## config.mk

```make
export PLATFORM = sky130hd
export DESIGN_NAME = framebuffer_store
export DESIGN_NICKNAME = d
export VERILOG_FILES = /design/src/rtl/framebuffer_store.sv
export SDC_FILE = /design/constraint.sdc
export NUM_CORES = 1
export LEC_CHECK = 0
export ABC_AREA = 1
export CAP_MARGIN = 10
export CORE_ASPECT_RATIO = 1.1
export CORE_MARGIN = 4
export CORE_UTILIZATION = 55
export DETAILED_ROUTE_END_ITERATION = 12
export GPL_ROUTABILITY_DRIVEN = 0
export PLACE_DENSITY = 0.91
export SLEW_MARGIN = 20
export SYNTH_ARGS = -nofsm -noshare
export SYNTH_HDL_FRONTEND = slang
export SYNTH_SLANG_ARGS = --single-unit
```

## constraint.sdc

```tcl
create_clock -name clk_in -period 2.61 [get_ports clk_in]
set_input_delay 0.522 -clock clk_in [delete_from_list [all_inputs] [get_ports clk_in]]
set_output_delay 0.522 -clock clk_in [all_outputs]
set_load 0.05 [all_outputs]
```

## src/rtl/framebuffer_store.sv

```systemverilog
// Assembles pairs of incoming bytes into rgb565 pixels and writes one full
// 2048-pixel frame into the display RAM, using the display's fetch address layout.
module framebuffer_store #(
    parameter int HIGH_BYTE_FIRST = 1
) (
    input  logic        clk_in,
    input  logic        reset,
    input  logic        frame_start,
    input  logic [7:0]  rx_data,
    input  logic        rx_valid,
    output logic [10:0] ram_addr,
    output logic [15:0] ram_data_out,
    output logic        ram_write_enable,
    output logic        ram_clk_enable,
    output logic        busy,
    output logic        frame_done
);

    localparam logic [2:0] ST_IDLE   = 3'd0;
    localparam logic [2:0] ST_FIRST  = 3'd1;
    localparam logic [2:0] ST_SECOND = 3'd2;
    localparam logic [2:0] ST_WRITE  = 3'd3;
    localparam logic [2:0] ST_DONE   = 3'd4;

    localparam logic [10:0] LAST_PIXEL = 11'd2047;

    logic [2:0]  state;
    logic [2:0]  state_next;
    logic [10:0] pixel;
    logic [10:0] pixel_next;
    logic [7:0]  first_byte;
    logic [7:0]  first_byte_next;
    logic        load_write;
    logic [15:0] pixel_word;
    logic [10:0] pixel_addr;
    logic        busy_next;

    // frame_start wins over everything, including a byte arriving in the same cycle
    always_comb begin
        state_next      = state;
        pixel_next      = pixel;
        first_byte_next = first_byte;
        load_write      = 1'b0;
        if (frame_start) begin
            state_next = ST_FIRST;
            pixel_next = 11'd0;
        end else begin
            case (state)
                ST_IDLE: begin
                    state_next = ST_IDLE;
                end
                ST_FIRST: begin
                    if (rx_valid) begin
                        first_byte_next = rx_data;
                        state_next      = ST_SECOND;
                    end
                end
                ST_SECOND: begin
                    if (rx_valid) begin
                        load_write = 1'b1;
                        state_next = ST_WRITE;
                    end
                end
                ST_WRITE: begin
                    if (pixel == LAST_PIXEL) begin
                        state_next = ST_DONE;
                    end else begin
                        pixel_next = pixel + 11'd1;
                        // a byte landing during the write is the first byte of the next pixel
                        if (rx_valid) begin
                            first_byte_next = rx_data;
                            state_next      = ST_SECOND;
                        end else begin
                            state_next = ST_FIRST;
                        end
                    end
                end
                ST_DONE: begin
                    state_next = ST_IDLE;
                end
                default: begin
                    state_next = ST_IDLE;
                end
            endcase
        end
    end

    always_comb begin
        if (HIGH_BYTE_FIRST != 0) begin
            pixel_word = {first_byte, rx_data};
        end else begin
            pixel_word = {rx_data, first_byte};
        end
    end

    // Columns run right-to-left within each 64-pixel row; row bit 4 picks the bottom half
    assign pixel_addr = {pixel[10], pixel[9:6], ~pixel[5:0]};

    assign busy_next = (state_next == ST_FIRST) || (state_next == ST_SECOND) ||
                       (state_next == ST_WRITE);

    always_ff @(posedge clk_in or negedge reset) begin
        if (!reset) begin
            state      <= ST_IDLE;
            pixel      <= 11'd0;
            first_byte <= 8'd0;
        end else begin
            state      <= state_next;
            pixel      <= pixel_next;
            first_byte <= first_byte_next;
        end
    end

    // Outputs are decoded from the next state so they line up with the state they describe
    always_ff @(posedge clk_in or negedge reset) begin
        if (!reset) begin
            ram_addr         <= 11'd0;
            ram_data_out     <= 16'd0;
            ram_write_enable <= 1'b0;
            ram_clk_enable   <= 1'b0;
            busy             <= 1'b0;
            frame_done       <= 1'b0;
        end else begin
            if (load_write) begin
                ram_addr     <= pixel_addr;
                ram_data_out <= pixel_word;
            end
            ram_write_enable <= load_write;
            ram_clk_enable   <= load_write;
            busy             <= busy_next;
            frame_done       <= (state_next == ST_DONE);
        end
    end

endmodule

```

==> results of run 1 <==
## stage by stage
stage / worst slack [ns] / instance area [um2] / util
2_1_floorplan: 1.11 / 2300 / -
6_report: 0.590 / 2880 / 0.721
3_3_place_gp: 0.622 / 2750 / 0.690
3_5_place_dp: 0.548 / 2750 / 0.690
5_1_grt: 0.542 / 2880 / 0.721
4_1_cts: 0.572 / 2880 / 0.721
## power groups by stage
stage	Clock, mW	Combinational [mW]	Sequential (mW)
2_1_floorplan	0	0.150	1.42
6_report	0.595	0.835	1.02
3_5_place_dp	0	0.840	1.04
3_3_place_gp	0	0.819	1.03
5_1_grt	0.631	0.881	1.04
4_1_cts	0.601	0.844	1.02
## state kept, by name, summed over array words and instances (netlist names)
name            flops
busy                1
first_byte          8
frame_done          1
pixel              11
ram_addr           11
ram_clk_enable      1
ram_data_out       16
state               3
## worst register-to-register path, delay by kind of cell, from the launching register on
| kind | cells | cell delay (ns) |
|---|---|---|
| and+or+nand+nor | 6 | 0.71 |
| DFF | 1 | 0.46 |
| adders and majority gates | 1 | 0.28 |
| buffers and inverters | 1 | 0.12 |
| AOI/OAI and AO/OA | 1 | 0.09 |
## worst max path at each step
stage | start | end | cells after the start
3_3_place_gp | frame_start | ram_data_out[13] | 7
3_5_place_dp | frame_start | ram_data_out[14] | 7
4_1_cts | ram_data_out[6] | ram_data_out[6] | 1
6_report | ram_addr[9] | ram_addr[9] | 1
5_1_grt | ram_data_out[6] | ram_data_out[6] | 1
2_1_floorplan | pixel[0] | pixel[3] | 10
## metal layers
layer	track usage	up-vias	share of wire
li1	-	915	-
met1	0.239	907	0.40
met2	0.379	68	0.53
met3	0.0475	11	0.054
met4	0.0651	0	0.014
met5	0	-	0
## placed cells by master, fill, tap and decap left out, types with 3 or more instances in the layout
| cell | n |
|---|---|
| o21ai_2 | 4 |
| nand3_1 | 17 |
| o21ai_1 | 11 |
| o21ai_0 | 21 |
| dfrtp_1 | 52 |
| nor2_1 | 9 |
| inv_2 | 4 |
| nor2_4 | 3 |
| nand2_1 | 86 |
| clkdlybuf4s50_1 | 41 |
| nand4_1 | 6 |
| inv_1 | 24 |
| clkbuf_8 | 7 |
## cells by family (layout without fill, tap and decap cells)
family	count (synthesis)	count (layout)	synth area share
AND/OR/NAND/NOR	130	130	0.258
flip-flops	52	52	0.567
buffers and inverters	38	82	0.0747
AO/OA/AOI/OAI	37	37	0.0872
XOR/XNOR	2	2	0.00763
adder cells (fa/ha/maj)	1	1	0.00545
## cell type report
type,count,area [um2]
flip-flops and latches,52,1300
fillers,268,1110
multi-input cells,170,823
repair buffers,45,450
inverters,29,114
clock buffers,7,96.3
well taps,52,65.1
clock inverters,1,30.0
==> results by group, run 1 <==
Outcome
  – Outcome: completed

CTS
  – Clk slew on worst S/H paths: 0.09 ns
  – Latest clock arrival within the worst-skew pair: approximately 0.30 ns
  – CTS resizes: 0
  – CTS tree: yes
  – Htree depth: 2
  – Setup repair bufs after CTS: 0
  – Root buffer cell: clkbuf_8
  – Post-CTS Hold Buffers: 0
  – Clk buf depth: 2
  – CTS buffer count: 5
  – Clock sink total: 52

Floorplanning
  – Placeable Area: approximately 0.004 mm2
  – Die area: 0.00527 mm2
  – Starting Density: 0.575
  – Die height: roughly 76 um
  – Die width: around 70 um
  – Ports: 43
  – Site row count: 24

Cells and area
  – Layout cell share with drive strength beyond 1: 0.0987
  – Non-Filler Instances: between 300 and 400
  – Antenna cells: 0
  – Synth-to-Final Area Change: 25.4%
  – NumNets Final: ~320

Timing
  – Final clock skew: roughly 0.0057 ns
  – Hold slack final: 0.209 ns
  – Rel. slew slack: 0.610
  – Final Setup Violations: 0
  – Tightest Pin Transition: roughly 0.59 ns
  – Slew Limit Fails: 0
  – Setup tns final: 0 ns
  – Max Clk Rate: around 0.5 GHz
  – Hold Violations, Final: 0
  – Final period utilization: 0.774
  – RSZ-0062 raised after global routing: no
  – Tmin final: a little over 2 ns

Logic synthesis
  – Post-synthesis async set-or-reset flop share: 1.00
  – Synth top area cells: dfrtp_1 57%, nand2_1 14%, o21ai_0 4.6%
  – Synth cell types: 26
  – Post-synth EDFFs: 0
  – Syn Inst Count: 260
  – Yosys Warn Count: 0
  – Commonest cells post-synth: 86 x nand2_1, 52 x dfrtp_1, 24 x inv_1
  – Top cell type's share of synthesized area: 0.567
  – Register area share after synthesis: 0.567
  – #FFs+latches synth: between 50 and 60
  – Post-synth top area cell: dfrtp_1
  – Avg Cell Area, Syn: between 8 and 9 um2
  – Post-Syn Area: 0.00230 mm2
  – Post-synth top flop: dfrtp_1
  – Mapped Nets: 273
  – Top-count cell post-synth: nand2_1

Critical path
  – Required time of the critical path: between 2 and 2.5 ns
  – Crit path max fanout: 2
  – Slowest cell on crit path: clkdlybuf4s50_1
  – Top Family by Delay on Critical Path: buffers and inverters
  – CP Class: reg -> out
  – R2r startpoint: pixel[0]
  – R2R setup slack: ~0.87 ns
  – Max incr delay on CP: just over 0.8 ns
  – CP Buf/Inv Count: 1
  – Startpoint types: register
  – Worst endpoint data arrival time: approximately 1.5 ns
  – Element type at the critical path end: primary output
  – Crit path cell chain: clkdlybuf4s50_1
  – Reg2reg path depth: 9
  – Reg2reg end: pixel[8]

Power
  – P per Cell Area: 851 mW/mm2
  – Sw Pwr: slightly above 0.9 mW
  – P_int: ~1.5 mW
  – Maximum vdd drop: between 400 and 500 uV
  – Sw frac: 0.369
  – P_leak: roughly 1.4 nW
  – Comb pwr share: 0.341
  – Total power draw: 2.45 mW
  – Sequential power share: 0.416
  – Clock Power Share: 0.243

Drt
  – DR pass1 iterations: 4
  – DR WL/cell: between 10 and 15 um
  – Number of routed nets with antenna violations: 0
  – Via count: 1901
  – Routed vias/inst: approximately 5.3
  – Wirelength, routed: approximately 5000 um
  – Residual DRC: 0
  – Initial DRC count: 172

Global routing
  – Initial antenna violation count: 0
  – First-pass GRT wire length: ~8500 um
  – Largest net degree at the start of global routing: 48
  – Vias in the first global route: ~1800
  – All-Layer GR Usage: 0.205
  – Grt total ovfl: 0

Flow run
  – Max cap viols: 0

Worst hold path
  – Hold Crit Class: in -> async

Place
  – Inst Count DP: ~350
  – Port Buffer Count: 42
  – DP HPWL: approximately 3600 um
No activity file was read; power rests on OpenSTA's default activity.
==> run 2: changes to the inputs <==
- CORE_UTILIZATION: 55 -> 51
- PLACE_DENSITY: 0.91 -> 0.85
- clock period: 2.61 -> 1.9 ns (I/O delays scaled with it)
==> run 2 against run 1 <==
Clock skew increased by 0.0027 ns. Hold slack lost 0.20 ns. Non-clock buffer count rose by 1. Worst setup slack lost 0.55 ns. Via count decreased by 1.2%.
==> results by group, run 2 (synthesis results as in run 1) <==
Power
  – Maximum vdd drop: 506 uV (was 433 uV)
  – P_leak: 1.47 nW (was 1.36 nW)
  – P per Cell Area: 1140 mW/mm2 (was 851 mW/mm2)

Drt
  – DR WL/cell: 14.0 um (was 14.1 um)
  – Wirelength, routed: 5020 um (was 5030 um)
  – DR pass1 iterations: 5 (was 4)
  – Via count: 1878 (was 1901)
  – Initial DRC count: 164 (was 172)
  – Routed vias/inst: 5.23 (was 5.34)
  – Residual DRC: 0 (unchanged)
  – Number of routed nets with antenna violations: 0 (unchanged)

Timing
  – Tmin final: 1.86 ns
  – Tightest Pin Transition: 0.522 ns (was 0.585 ns)
  – Rel. slew slack: 0.651 (was 0.610)
  – Final period utilization: 0.977
  – Final clock skew: 0.00834 ns (was 0.00566 ns)
  – Hold Violations, Final: 0 (unchanged)
  – Final Setup Violations: 0 (unchanged)
  – Slew Limit Fails: 0 (unchanged)
  – Max Clk Rate: approximately 0.54 GHz

Global routing
  – Vias in the first global route: 1817 (was 1815)
  – First-pass GRT wire length: 8360 um (was 8530 um)
  – Initial antenna violation count: 0 (unchanged)
  – Largest net degree at the start of global routing: 48 (unchanged)
  – Grt total ovfl: 0 (unchanged)
  – All-Layer GR Usage: 0.190 (was 0.205)

Cells and area
  – Max reg flops: 16 (unchanged)
  – Multi-input logic area: 831 um2 (was 823 um2)
  – NumNets Final: 317 (was 316)
  – Most frequent cells in the layout: 86 x nand2_1, 52 x dfrtp_1, 28 x clkdlybuf4s50_1 (was 86 x nand2_1, 52 x dfrtp_1, 41 x clkdlybuf4s50_1)
  – Post-route design area: 0.00290 mm2 (was 0.00288 mm2)
  – Fillcell total: 334 (was 268)
  – Largest regs: ram_data_out (16), pixel (11), ram_addr (11) (unchanged)
  – Synth-to-Final Area Change: 26.1% (was 25.4%)
  – Reg with most FFs: ram_data_out (unchanged)
  – Final core occ: 0.671 (was 0.721)
  – Antenna cells: 0 (unchanged)
  – Layout cell share with drive strength beyond 1: 0.115 (was 0.0987)
  – FF/Latch Area: 0.00130 mm2 (unchanged)
  – Commonest non-fill, non-tap cell in the layout: nand2_1 (unchanged)

Critical path
  – CP Class: reg -> out (unchanged)
  – Worst endpoint data arrival time: 1.48 ns (was 1.50 ns)
  – Startpoint types: register (unchanged)
  – CP Buf/Inv Count: 1 (unchanged)
  – Max incr delay on CP: 0.81 ns (about the same)
  – Crit path cell chain: clkdlybuf4s50_1 (unchanged)
  – Top Family by Delay on Critical Path: buffers and inverters (unchanged)
  – Slowest cell on crit path: clkdlybuf4s50_1 (unchanged)
  – Crit path max fanout: 2 (unchanged)
  – Required time of the critical path: 1.52 ns (was 2.09 ns)
  – Element type at the critical path end: primary output (unchanged)

Floorplanning
  – Die width: 72.0 um (was 69.6 um)
  – Starting Density: 0.532 (was 0.575)
  – Die area: 0.00564 mm2 (was 0.00527 mm2)
  – Site row count: 25 (was 24)
  – Ports: 43 (unchanged)
  – Placeable Area: 0.00432 mm2 (was 0.00399 mm2)
  – Die height: 78.4 um (was 75.8 um)

CTS
  – Root buffer cell: clkbuf_8 (unchanged)
  – CTS buffer count: 5 (unchanged)
  – Post-CTS Hold Buffers: 0 (unchanged)
  – Clk buf depth: 2 (unchanged)
  – Clk slew on worst S/H paths: 0.09 ns (about the same)
  – Setup repair bufs after CTS: 0 (unchanged)
  – Htree depth: 2 (unchanged)
  – Latest clock arrival within the worst-skew pair: 0.30 ns (about the same)
  – CTS tree: yes (unchanged)
  – Clock sink total: 52 (unchanged)

Place
  – Port Buffer Count: 42 (unchanged)
  – DP HPWL: 3610 um (was 3560 um)
  – Placed cell area: 0.00276 mm2 (was 0.00275 mm2)

Outcome
  – Outcome: completed (unchanged)

Flow run
  – Max cap viols: 0 (unchanged)

Worst hold path
  – Hold Crit Class: in -> async (unchanged)
[run 2: changes by cell type in the layout (fill, tap and decap cells not counted), sizes merged]
cell,change
clkdlybuf4s50,-13
dlymetal6s2s,+7
buf,+6
clkbuf,-1
clkinv,+1
dlygate4sd2,+1
[run 2: worst paths after layout]
check / start / to / slack (ns) / cells after the start
max: ram_data_out[8] / ram_data_out[8] / 0.04 / 1
min: reset / ram_data_out[7] / 0.01 / 1
max reg2reg: pixel[0] / first_byte[0] / 0.20 / 7
min reg2reg: ram_data_out[9] / ram_data_out[9] / 0.48 / 2
max in group asynchronous: reset / first_byte[3] / 1.36 / 2
min in group clk_in: ram_data_out[9] / ram_data_out[9] / 0.48 / 2
[run 2: area by class of cell]
cell class,instances,share of cell area
clock buffer,6,0.0251
clock inverter,2,0.0121
inverter,29,0.0393
multi-input combinational,170,0.287
sequential,52,0.449
tap,54,0.0233
timing repair buffer,46,0.164
[run 2: repair_timing]
item / CTS / global route
setup endpoints to repair: 1 / 8
cloned: 0 / 0
gates resized for setup: 1 / 8
[run 2: where the power goes]
group          switching, mW  leakage (nW)  internal (mW)
Combinational          0.787         0.731          0.357
Sequential             0.114         0.683           1.30
Clock                  0.347        0.0552          0.391
Total                   1.25          1.47           2.04
[run 2: per-layer routing]
layer | share of wire | routed length, um | GRT usage
met3 | 0.059 | 298 | 0.0397
met2 | 0.50 | 2530 | 0.326
met5 | 0 | 0 | 0
met4 | 0.020 | 102 | 0.0583
met1 | 0.42 | 2090 | 0.239
[run 2: per-stage QoR]
step | setup slack (ns) | TNS, ns | power [mW] | hold slack (ns) | std cells
after global routing | -0.00349 | -0.00514 | 3.44 | 0.0405 | 359
after floorplan | 0.403 | 0 | 2.15 | 0.0844 | 260
after global placement | 0.237 | 0 | 2.55 | 0.354 | 351
final | 0.0432 | 0 | 3.29 | 0.0111 | 359
after CTS | 0.00329 | 0 | 3.32 | 0.0252 | 359
after detailed placement | 0.113 | 0 | 2.58 | 0.361 | 351
